[config.mk]
export PLATFORM = sky130hd
export DESIGN_NAME = plic_gateway
export DESIGN_NICKNAME = d
export VERILOG_FILES = /design/src/rtl/plic_gateway.sv
export SDC_FILE = /design/constraint.sdc
export NUM_CORES = 1
export LEC_CHECK = 0
export CORE_MARGIN = 1.5
export CORE_UTILIZATION = 30
export DETAILED_ROUTE_END_ITERATION = 8
export GPL_ROUTABILITY_DRIVEN = 0
export MAX_ROUTING_LAYER = met4
export PLACE_DENSITY = 0.53
export SYNTH_ARGS = -nofsm -noshare
export SYNTH_HDL_FRONTEND = slang
export SYNTH_SLANG_ARGS = --single-unit
export TNS_END_PERCENT = 30
[constraint.sdc]
create_clock -name clk -period 4.6 [get_ports clk]
set_input_delay 0.92 -clock clk [delete_from_list [all_inputs] [get_ports clk]]
set_output_delay 0.92 -clock clk [all_outputs]
set_load 0.05 [all_outputs]
[src/rtl/plic_gateway.sv]
// PLIC interrupt gateway and pending-register stage.
// Synchronizes raw interrupt lines, turns level/edge requests into one-shot
// pending bits for the priority resolver, tracks claim/complete so each source
// has at most one outstanding request, and buffers rising edges that arrive
// while a source is busy.
//
// Ports:
//   clk, n_rst          clock, asynchronous active-low reset
//   irq_src             raw asynchronous request lines
//   edge_mode           per source: 1 = rising edge, 0 = level-high
//   enable              per source enable (masks forwarding and claims)
//   claim, claim_id     claim strobe and claimed ID (source j has ID j+1)
//   complete, complete_id  completion strobe and completed ID
//   pending_interrupts  pending_raw & enable, to resolver (combinational)
//   pending_raw         unmasked pending bits
//   in_service          claimed and not yet completed
//   irq_any             OR of pending_interrupts (combinational)
module plic_gateway #(
  parameter int unsigned N_INTERRUPTS = 32,
  parameter int unsigned EDGE_CNT_W   = 3
) (
  input  logic                    clk,
  input  logic                    n_rst,
  input  logic [N_INTERRUPTS-1:0] irq_src,
  input  logic [N_INTERRUPTS-1:0] edge_mode,
  input  logic [N_INTERRUPTS-1:0] enable,
  input  logic                    claim,
  input  logic [31:0]             claim_id,
  input  logic                    complete,
  input  logic [31:0]             complete_id,
  output logic [N_INTERRUPTS-1:0] pending_interrupts,
  output logic [N_INTERRUPTS-1:0] pending_raw,
  output logic [N_INTERRUPTS-1:0] in_service,
  output logic                    irq_any
);

  localparam int unsigned ID_W = 32;
  localparam logic [EDGE_CNT_W-1:0] CNT_MAX = '1;

  // State is held directly in {in_service, pending_raw}; 2'b11 is illegal.
  typedef enum logic [1:0] {
    ST_IDLE       = 2'b00,
    ST_PENDING    = 2'b01,
    ST_IN_SERVICE = 2'b10
  } state_e;

  logic [N_INTERRUPTS-1:0] sync_q;
  logic [N_INTERRUPTS-1:0] s_q;
  logic [N_INTERRUPTS-1:0] s_prev_q;
  logic [N_INTERRUPTS-1:0] rise;
  logic [N_INTERRUPTS-1:0] claim_hit;
  logic [N_INTERRUPTS-1:0] complete_hit;
  logic [N_INTERRUPTS-1:0] pending_d;
  logic [N_INTERRUPTS-1:0] in_service_d;
  logic [EDGE_CNT_W-1:0]   cnt_q   [N_INTERRUPTS];
  logic [EDGE_CNT_W-1:0]   cnt_d   [N_INTERRUPTS];
  logic [EDGE_CNT_W-1:0]   cnt_inc [N_INTERRUPTS];

  assign rise = s_q & ~s_prev_q;

  // ID decode; out-of-range IDs (0, > N_INTERRUPTS) match no source.
  for (genvar j = 0; j < N_INTERRUPTS; j++) begin : g_src
    assign claim_hit[j]    = claim    && (claim_id    == ID_W'(j + 1));
    assign complete_hit[j] = complete && (complete_id == ID_W'(j + 1));
    assign cnt_inc[j]      = (cnt_q[j] == CNT_MAX) ? CNT_MAX : cnt_q[j] + EDGE_CNT_W'(1);
  end

  // Synchronizers, edge history, per-source state and edge counters.
  always_ff @(posedge clk or negedge n_rst) begin
    if (!n_rst) begin
      sync_q      <= '0;
      s_q         <= '0;
      s_prev_q    <= '0;
      pending_raw <= '0;
      in_service  <= '0;
      for (int j = 0; j < N_INTERRUPTS; j++) cnt_q[j] <= '0;
    end else begin
      sync_q      <= irq_src;
      s_q         <= sync_q;
      s_prev_q    <= s_q;
      pending_raw <= pending_d;
      in_service  <= in_service_d;
      for (int j = 0; j < N_INTERRUPTS; j++) cnt_q[j] <= cnt_d[j];
    end
  end

  // Per-source next state and edge-counter update.
  always_comb begin
    pending_d    = pending_raw;
    in_service_d = in_service;
    for (int j = 0; j < N_INTERRUPTS; j++) cnt_d[j] = cnt_q[j];

    for (int j = 0; j < N_INTERRUPTS; j++) begin
      case (state_e'({in_service[j], pending_raw[j]}))
        ST_IDLE: begin
          if (edge_mode[j] ? rise[j] : s_q[j]) pending_d[j] = 1'b1;
        end
        ST_PENDING: begin
          if (edge_mode[j] && rise[j]) cnt_d[j] = cnt_inc[j];
          if (claim_hit[j] && enable[j]) begin
            pending_d[j]    = 1'b0;
            in_service_d[j] = 1'b1;
          end
        end
        ST_IN_SERVICE: begin
          if (edge_mode[j] && rise[j]) cnt_d[j] = cnt_inc[j];
          if (complete_hit[j]) begin
            in_service_d[j] = 1'b0;
            if (edge_mode[j] && (cnt_q[j] != '0)) begin
              // A same-cycle edge replaces the buffered one being consumed.
              pending_d[j] = 1'b1;
              cnt_d[j]     = rise[j] ? cnt_q[j] : cnt_q[j] - EDGE_CNT_W'(1);
            end else if (edge_mode[j] && rise[j]) begin
              pending_d[j] = 1'b1;
              cnt_d[j]     = '0;
            end
          end
        end
        default: begin
          // Illegal encoding: recover to IDLE.
          pending_d[j]    = 1'b0;
          in_service_d[j] = 1'b0;
        end
      endcase
      if (!edge_mode[j]) cnt_d[j] = '0;
    end
  end

  assign pending_interrupts = pending_raw & enable;
  assign irq_any            = |pending_interrupts;

endmodule

==> results.cfg <==
[clocking]
cts_setup_buffers = 0
clk_latency_ps = 560
cts_buffer_depth = 3
cts_tree = done
cts_htree_levels = 2
postCtsHoldBufs = 0
cts_resized = 0
clkTransAtPathRegs_ps = 60
cts_root_buf = clkbuf_16
numClockSinks = 256
numCtsBuffers = 36

[drt]
finalWirelength_um = 60600
antenna_left = 0
drt_iter0_drc = 1435
drc_errors = 0
num_vias = 17190
firstDrtPassIters = 6
routed_via_density = 5.49
wl_per_cell_um = 19.4

[floorplanning]
pin_count = 261
die-area_sq_um = 59900
num_rows = 88
core-area_sq_um = 57700
die_w_um = 245
initial_core_util_pct = 30.4
die_y_um = 245

[layout]
area_delta_synth_final_pct = 27.6
fin_nets = 2596
drive_gt1_share_pct = 6.40
fin_area_sq_um = 22400

[placed_design]
portBuffers = 260
placed_area_sq_um = 21200
hpwl_um = 45900

[worst_hold_path]
hold_path.class = input pin to asynchronous set/reset pin

[synth]
yosysWarnings = 0
synth-simple-area-share_pct = 27.9
ys_seq_elements = 256
ys_seq_area_share_pct = 36.5
syn_avg_cell_area_sq_um = 8.49
synth-edff-count = 0
synth_cells = 2066
ys_top_cells_by_area = dfrtp_1 37%, ha_1 6.8%, nand2_1 4.9%
synth_fa_ha_area_share_pct = 6.85
synth_xor_area_share_pct = 1.20
synth_mux_area_share_pct = 3.02
synth-compound-area-share_pct = 20.0
synth_area_sq_um = 17500
synth_cell_types = 85
synth_top_family_by_area = simple AND/OR/NAND/NOR gates
synth-main-ff-cell = dfrtp_1
synthArstFlopShare_pct = 100
yosysTopAreaCell = dfrtp_1
syn-num-nets = 2326
yosysTopAreaCellShare_pct = 36.5

[sta]
rsz0062_at_grt = false
skew_ps = 13.7
hold_viol = 0
fin_crit_sh_pct = 91.4
maxSlewViolCount = 0
maxSlewHeadroom_pct = 36.5
final.setup.tns_ps = 0
min_period_ps = 4210
worst_slew_pin_slew_ps = 944
setup_viol = 0
fmax_mhz = 238

[critical_path]
crit_type = input pin to output port
r2r-start = cnt_q[60]
rrSetupSlack_ps = 2240
cpMostUsedCell = or4_1
worstPathArrival_ps = 3290
critPathSlowestCell = clkdlybuf4s50_1
cpPeakStageDelay_ps = 500
crit_path_end_kind = output port
critPathLaunch = enable[20]
critical_path.startpoint_type = input pin
critPathRequiredTime_ps = 3680
path_cells = clkdlybuf4s50_1 -> and2_1 -> or4_1 -> or4_1 -> or4_1 -> buf_4
critical_path.max_fanout = 3

[grt]
grt_max_degree = 90
grt_pass1_vias = 16385
grt-ovfl-total = 0
grt.total_usage_pct = 20.5
antenna_found_initial = 7
grt_pass1_wl_um = 93400

[power_and_ir_drop]
powerDensity_nw_per_um2 = 290
p_leak_nw = 8.99
ir_drop_mv = 0.191

[outcome]
status = complete, no violations

[flow_run]
drv_cap = 0
## cells by family (layout without fill, tap and decap cells)
logic type | count (synthesis) | after routing
AND/OR/NAND/NOR | 906 | 906
AO/OA/AOI/OAI | 526 | 526
flip-flops | 256 | 256
buffers and inverters | 206 | 498
adder cells (fa/ha/maj) | 96 | 96
multiplexers | 52 | 52
XOR/XNOR | 24 | 24
other | 0 | 6
## area by class of cell
class / count / area, sq um
clock buffers: 54 / 1060
well taps: 765 / 957
flip-flops and latches: 256 / 6410
repair buffers: 303 / 2970
clock inverters: 6 / 105
multi-input cells: 1604 / 10400
inverters: 135 / 507
fillers: 5886 / 35300
diodes: 6 / 15.0
## cells in the final DEF (no fill, tap or decap), types with 20 or more instances in the layout
master,synthesis,routed
inv_1,135,135
nand2_1,231,231
o21ai_0,110,110
a21oi_1,117,117
nor4_1,42,41
o211ai_1,26,26
dfrtp_1,256,256
and2_1,47,47
a31oi_1,37,37
clkbuf_16,0,37
clkdlybuf4s50_1,0,258
buf_4,0,41
ha_1,96,96
nor2b_1,59,59
nand2b_1,69,69
and3_1,20,20
nor2_1,118,118
nand4_1,51,51
o22ai_1,21,21
nand3_1,97,97
mux2i_1,44,44
nor3_1,59,58
## stage by stage
stage	setup WS [ps]	total power, W	hold WS (ps)	util, %	cells
global route	395	0.00683	349	38.8	3128
global placement	380	0.00368	333	36.7	3063
finish	395	0.00649	339	38.8	3129
detailed placement	430	0.00371	336	36.7	3063
CTS	423	0.00658	344	38.8	3123
floorplan	870	0.00321	331	-	2066
## metal layers
layer / part of all wire (%) / global-route usage, %
met2: 45 / 31.3
met3: 7.1 / 4.30
met1: 45 / 26.5
met5: 0 / -
met4: 3.6 / 7.72
## worst max-delay path: cells and delay by family
| family | cells | cell delay (ps) |
|---|---|---|
| and+or+nand+nor | 4 | 1640 |
| buffers and inverters | 2 | 720 |
## synthesized netlist by cell type (all sizes together), types with 8 or more instances
cell and count:
a211oi 14, a21boi 11, a21o 15, a21oi 117
a221oi 10, a22o 10, a22oi 11, a31o 11
a31oi 37, a32oi 13, and2 48, and3 20
and4 9, buf 15, clkbuf 56, dfrtp 256
ha 96, inv 135, mux2 8, mux2i 44
nand2 231, nand2b 69, nand3 97, nand3b 10
nand4 51, nor2 118, nor2b 59, nor3 62
nor3b 14, nor4 53, o211ai 26, o21ai 112
o22ai 21, o2bb2ai 8, o31ai 18, or2 12
or3 16, or4 9, xnor2 15, xor2 9
## final timing paths
path                                   to  depth (start not counted)
max in group asynchronous  pending_raw[4]                          2
min                             cnt_q[13]                          1
min reg2reg                       s_q[12]                          0
max                               irq_any                          6
min in group clk                  s_q[12]                          0
max reg2reg                     cnt_q[62]                          8
## registers in the layout, indices dropped and copies added (netlist names)
signal / cells
cnt_q: 96
in_service: 32
pending_raw: 32
s_prev_q: 32
s_q: 32
sync_q: 32
## power by group
part           switching (W)  internal, W  total [W]
registers           0.000110      0.00237    0.00248
logic               0.000703     0.000493    0.00120
clock network        0.00106      0.00175    0.00281
No activity file was read; power rests on OpenSTA's default activity.
==> edit 1, RTL diff (config.mk and constraints unchanged) <==
Set the parameter `EDGE_CNT_W` to 5 (it was 3).
--- a/src/rtl/plic_gateway.sv
+++ b/src/rtl/plic_gateway.sv
@@ -18,5 +18,5 @@
 module plic_gateway #(
   parameter int unsigned N_INTERRUPTS = 32,
-  parameter int unsigned EDGE_CNT_W   = 3
+  parameter int unsigned EDGE_CNT_W   = 5
 ) (
   input  logic                    clk,
Formal check against the unedited RTL: no difference found for any inputs over 4 cycles, from zero or initial values and one cycle with n_rst low; that may be too few to reach the edited logic, so the function may still have changed.
==> edit 1 against the original RTL <==
Setup slack gained 300 ps; non-clock buffer count grew 13; wire length increased by 32%; sequential share of layout area increased by 0.45 points; first-iteration DRC count is 29% higher; total power rose by 19%; worst hold slack better by 6.5 ps; area after synthesis up 27%; sequential cell count up 64; cell area is 23% higher; sequential power increased by 24%.
==> edit 1: results (changes against the original RTL) <==
status=complete, no violations; Post-synth top cells=320 x dfrtp_1, 307 x nand2_1, 170 x o21ai_0, 165 x a21oi_1, 145 x nor2_1; CP startpoint=enable[24]; pre-CTS WS=316 ps (-114 ps); Total Power=0.00772 W (+19%); Avg WL per Cell=20.5 um (+5.7%); compound-gate portion of the synthesized area=22.6% (+2.5 points); Post-DP Area=26100 um2 (+23%); skew final=22.0 ps (+8.28 ps); VDD IR max=0.247 mV (+29%); CP max FO=2 (-1); synthesized net count=2911 (+25%); register area share after synthesis=35.9% (-0.67 points); initial antenna violation count=6 (-1); Worst Hold Class=reg2reg; placed cells=3828 (+25%); Largest register FFs=160 (+67%); mux share of post-synthesis cell area=3.65% (+0.62 points); WP data arrival=2980 ps (-310 ps); leakage dissipation=11.1 nW (+24%); Crit-path slowest cell=or4_1; TritonCTS buffer count=43 (+19%); vias per cell=5.73 (+4.3%); Internal=0.00551 W (+20%); CTS resizes=0 (unchanged); Netlist cell types=94 (+11%); layout cell share with drive strength beyond 1=7.33% (+0.93 points); clock latency on the worst-skew pair=590 ps (+30 ps); first-pass GRT wire length=123000 um (+32%); xor/xnor share of the synthesized area=1.96% (+0.76 points); Synth area leaders=dfrtp_1 36%, nand2_1 5.2%, o21ai_0 3.8%; largest net degree at the start of global routing=96 (+6.7%); DRT iter0 DRCs=1848 (+29%); Clock power frac=44.2% (+0.9 points); Final Non-Filler Cells=3910 (+25%); vias in the first global route=21.1k (+29%); Adder-Cell Fraction of Synth Area=3.59% (-3.3 points); top cell type's share of synthesized area=35.9% (-0.67 points); Total GRT Usage=21.3% (+0.82 points); nets@finish=3142 (+21%)
## edit 1: routing by layer
layer	wire (um)	up-vias	track usage, %	share of wire [%]
li1	-	10500	-	-
met1	35700	10900	28.2	45
met2	35600	884	32.3	44
met3	6140	132	4.45	7.7
met4	2590	0	6.86	3.2
met5	0	-	-	0
## edit 1: cell type report
cell class,count,area (um2)
multi-input combinational,2100,13300
tap,959,1200
clock inverter,17,165
inverter,133,499
clock buffer,59,1250
timing repair buffer,316,3080
antenna,6,15.0
sequential,320,8010
fill,7486,45800
## edit 1: worst paths after layout
kind	to	slack [ps]	cells past startpoint
max in group asynchronous	pending_raw[23]	3130	2
max	irq_any	700	6
min reg2reg	s_q[15]	350	0
max reg2reg	cnt_q[25]	1930	7
min	s_q[15]	350	0
min in group asynchronous	cnt_q[67]	380	1
## edit 1: critical path: cells and delay by family
kind / cells / cell delay [ps]
buffers and inverters: 2 / 710
AND/OR/NAND/NOR: 4 / 1350
==> edit 2, RTL diff (same settings) <==
Made on the original files. Register the input `irq_src` before use, with the module's reset. The logic sees it one clock later. The other inputs are not delayed to match.
--- a/src/rtl/plic_gateway.sv
+++ b/src/rtl/plic_gateway.sv
@@ -45,4 +45,14 @@
   } state_e;
 
+  logic [N_INTERRUPTS-1:0] irq_src_q;
+
+  always_ff @(posedge clk or negedge n_rst) begin
+    if (!n_rst) begin
+      irq_src_q <= '0;
+    end else begin
+      irq_src_q <= irq_src;
+    end
+  end
+
   logic [N_INTERRUPTS-1:0] sync_q;
   logic [N_INTERRUPTS-1:0] s_q;
@@ -76,5 +86,5 @@
       for (int j = 0; j < N_INTERRUPTS; j++) cnt_q[j] <= '0;
     end else begin
-      sync_q      <= irq_src;
+      sync_q      <= irq_src_q;
       s_q         <= sync_q;
       s_prev_q    <= s_q;
Check against the original RTL: not equivalent (a bounded check fails within 4 cycles, from zero or initial values and one cycle with n_rst low).
==> edit 2 against the original RTL <==
The flow now finishes with violations (design-rule violations); count of clock-buffer cells in the layout increased by 2; setup slack lost 330 ps; core utilization is 0.21 points higher; wire length decreased by 0.93%; cell area rose by 3.2%; total power is 8.2% higher; global-route usage down 0.82 points; non-clock buffer count down 1; clock skew is 4.3 ps higher; sequential cell count rose by 32; area after synthesis rose by 3.1%; sequential power rose by 12%; largest power group unchanged.
==> edit 2: results (changes against the original RTL) <==
CP max FO=2 (-1); Post-DP Area=21800 um2 (+2.8%); vias post-DR=16.9k (-1.9%); Netlist cell types=96 (+13%); DRT iter0 DRCs=1032 (-28%); status=finished with violations; largest net degree at the start of global routing=107 (+19%); Synth area leaders=dfrtp_1 40%, ha_1 6.6%, nand2_1 4.5%; initial antenna violation count=11 (+4); first-pass GRT wire length=93300 um (about the same); R2R depth=7 (-1); layout cell share with drive strength beyond 1=7.55% (+1.1 points); WP data arrival=3610 ps (+320 ps); worst flop-to-flop path startpoint=pending_raw[12]; VDD IR max=0.214 mV (+12%); Post-synth top cells=288 x dfrtp_1, 218 x nand2_1, 160 x a21oi_1, 135 x nor2_1, 118 x inv_1; dpl hpwl=46100 um (+0.51%); failing checks=design-rule violations; synthesized net count=2315 (-0.47%); vias in the first global route=16.3k (-0.38%); TritonCTS buffer count=38 (+5.6%); post-route DRC violation count=24 (+24); Total GRT Usage=19.6% (-0.82 points); leakage dissipation=9.41 nW (+4.6%); nets@finish=2605 (+0.35%)
edit 2: report_power, final:
part / total (W) / switching (W) / internal [W]
logic: 0.00116 / 0.000679 / 0.000483
clock network: 0.00308 / 0.00118 / 0.00189
registers: 0.00278 / 0.000110 / 0.00267
edit 2: stage by stage:
step           worst slack [ps]  instances  util (%)  hold slack (ps)
5_1_grt                    20.7       3155      39.0              348
6_report                   69.2       3157      39.0              342
3_3_place_gp               30.5       3078      36.8              332
2_1_floorplan               719       2055         -              331
3_5_place_dp               44.4       3078      36.8              335
4_1_cts                    30.1       3145      38.9              347
edit 2: kinds of logic after synthesis:
kind of cell	Yosys count	share of synthesized area (%)
adders and majority gates	96	6.64
AOI/OAI and AO/OA	575	20.3
muxes	32	1.81
DFF	288	39.9
xor gates and xnor gates	11	0.533
and+or+nand+nor	883	27.2
buffers and inverters	170	3.64
edit 2: how the worst max path moves through the flow:
stage / cells past startpoint / from / slack, ps / to
after global placement: 6 / enable[26] / 30 / irq_any
after global routing: 6 / enable[26] / 20 / irq_any
after detailed placement: 6 / enable[26] / 40 / irq_any
final: 6 / enable[26] / 70 / irq_any
after CTS: 6 / enable[26] / 30 / irq_any
after floorplan: 4 / enable[26] / 720 / irq_any
edit 2: metal layers:
layer  part of all wire (%)  wire, um  vias to the layer above  global-route usage (%)
met2                     46     27500                      495                    30.9
met1                     45     27100                     8151                    24.9
met3                    6.4      3830                      105                    4.52
met5                      0         0                        -                       -
met4                    2.8      1670                        0                    6.26
li1                       -         -                     8113                       -
edit 2: worst max-delay path, stage by stage:
cell and delay, ps:
clkdlybuf4s50_1 400, and2_1 240, or4_1 630, or4_1 490, or4_1 680, buf_4 250
edit 2: cell type report:
| cell class | instances | area (um2) |
|---|---|---|
| diodes | 12 | 30.0 |
| clock buffers | 56 | 1110 |
| clock inverters | 11 | 176 |
| fillers | 5896 | 36100 |
| inverters | 118 | 443 |
| multi-input cells | 1597 | 10200 |
| flip-flops and latches | 288 | 7210 |
| well taps | 773 | 967 |
| repair buffers | 302 | 2950 |
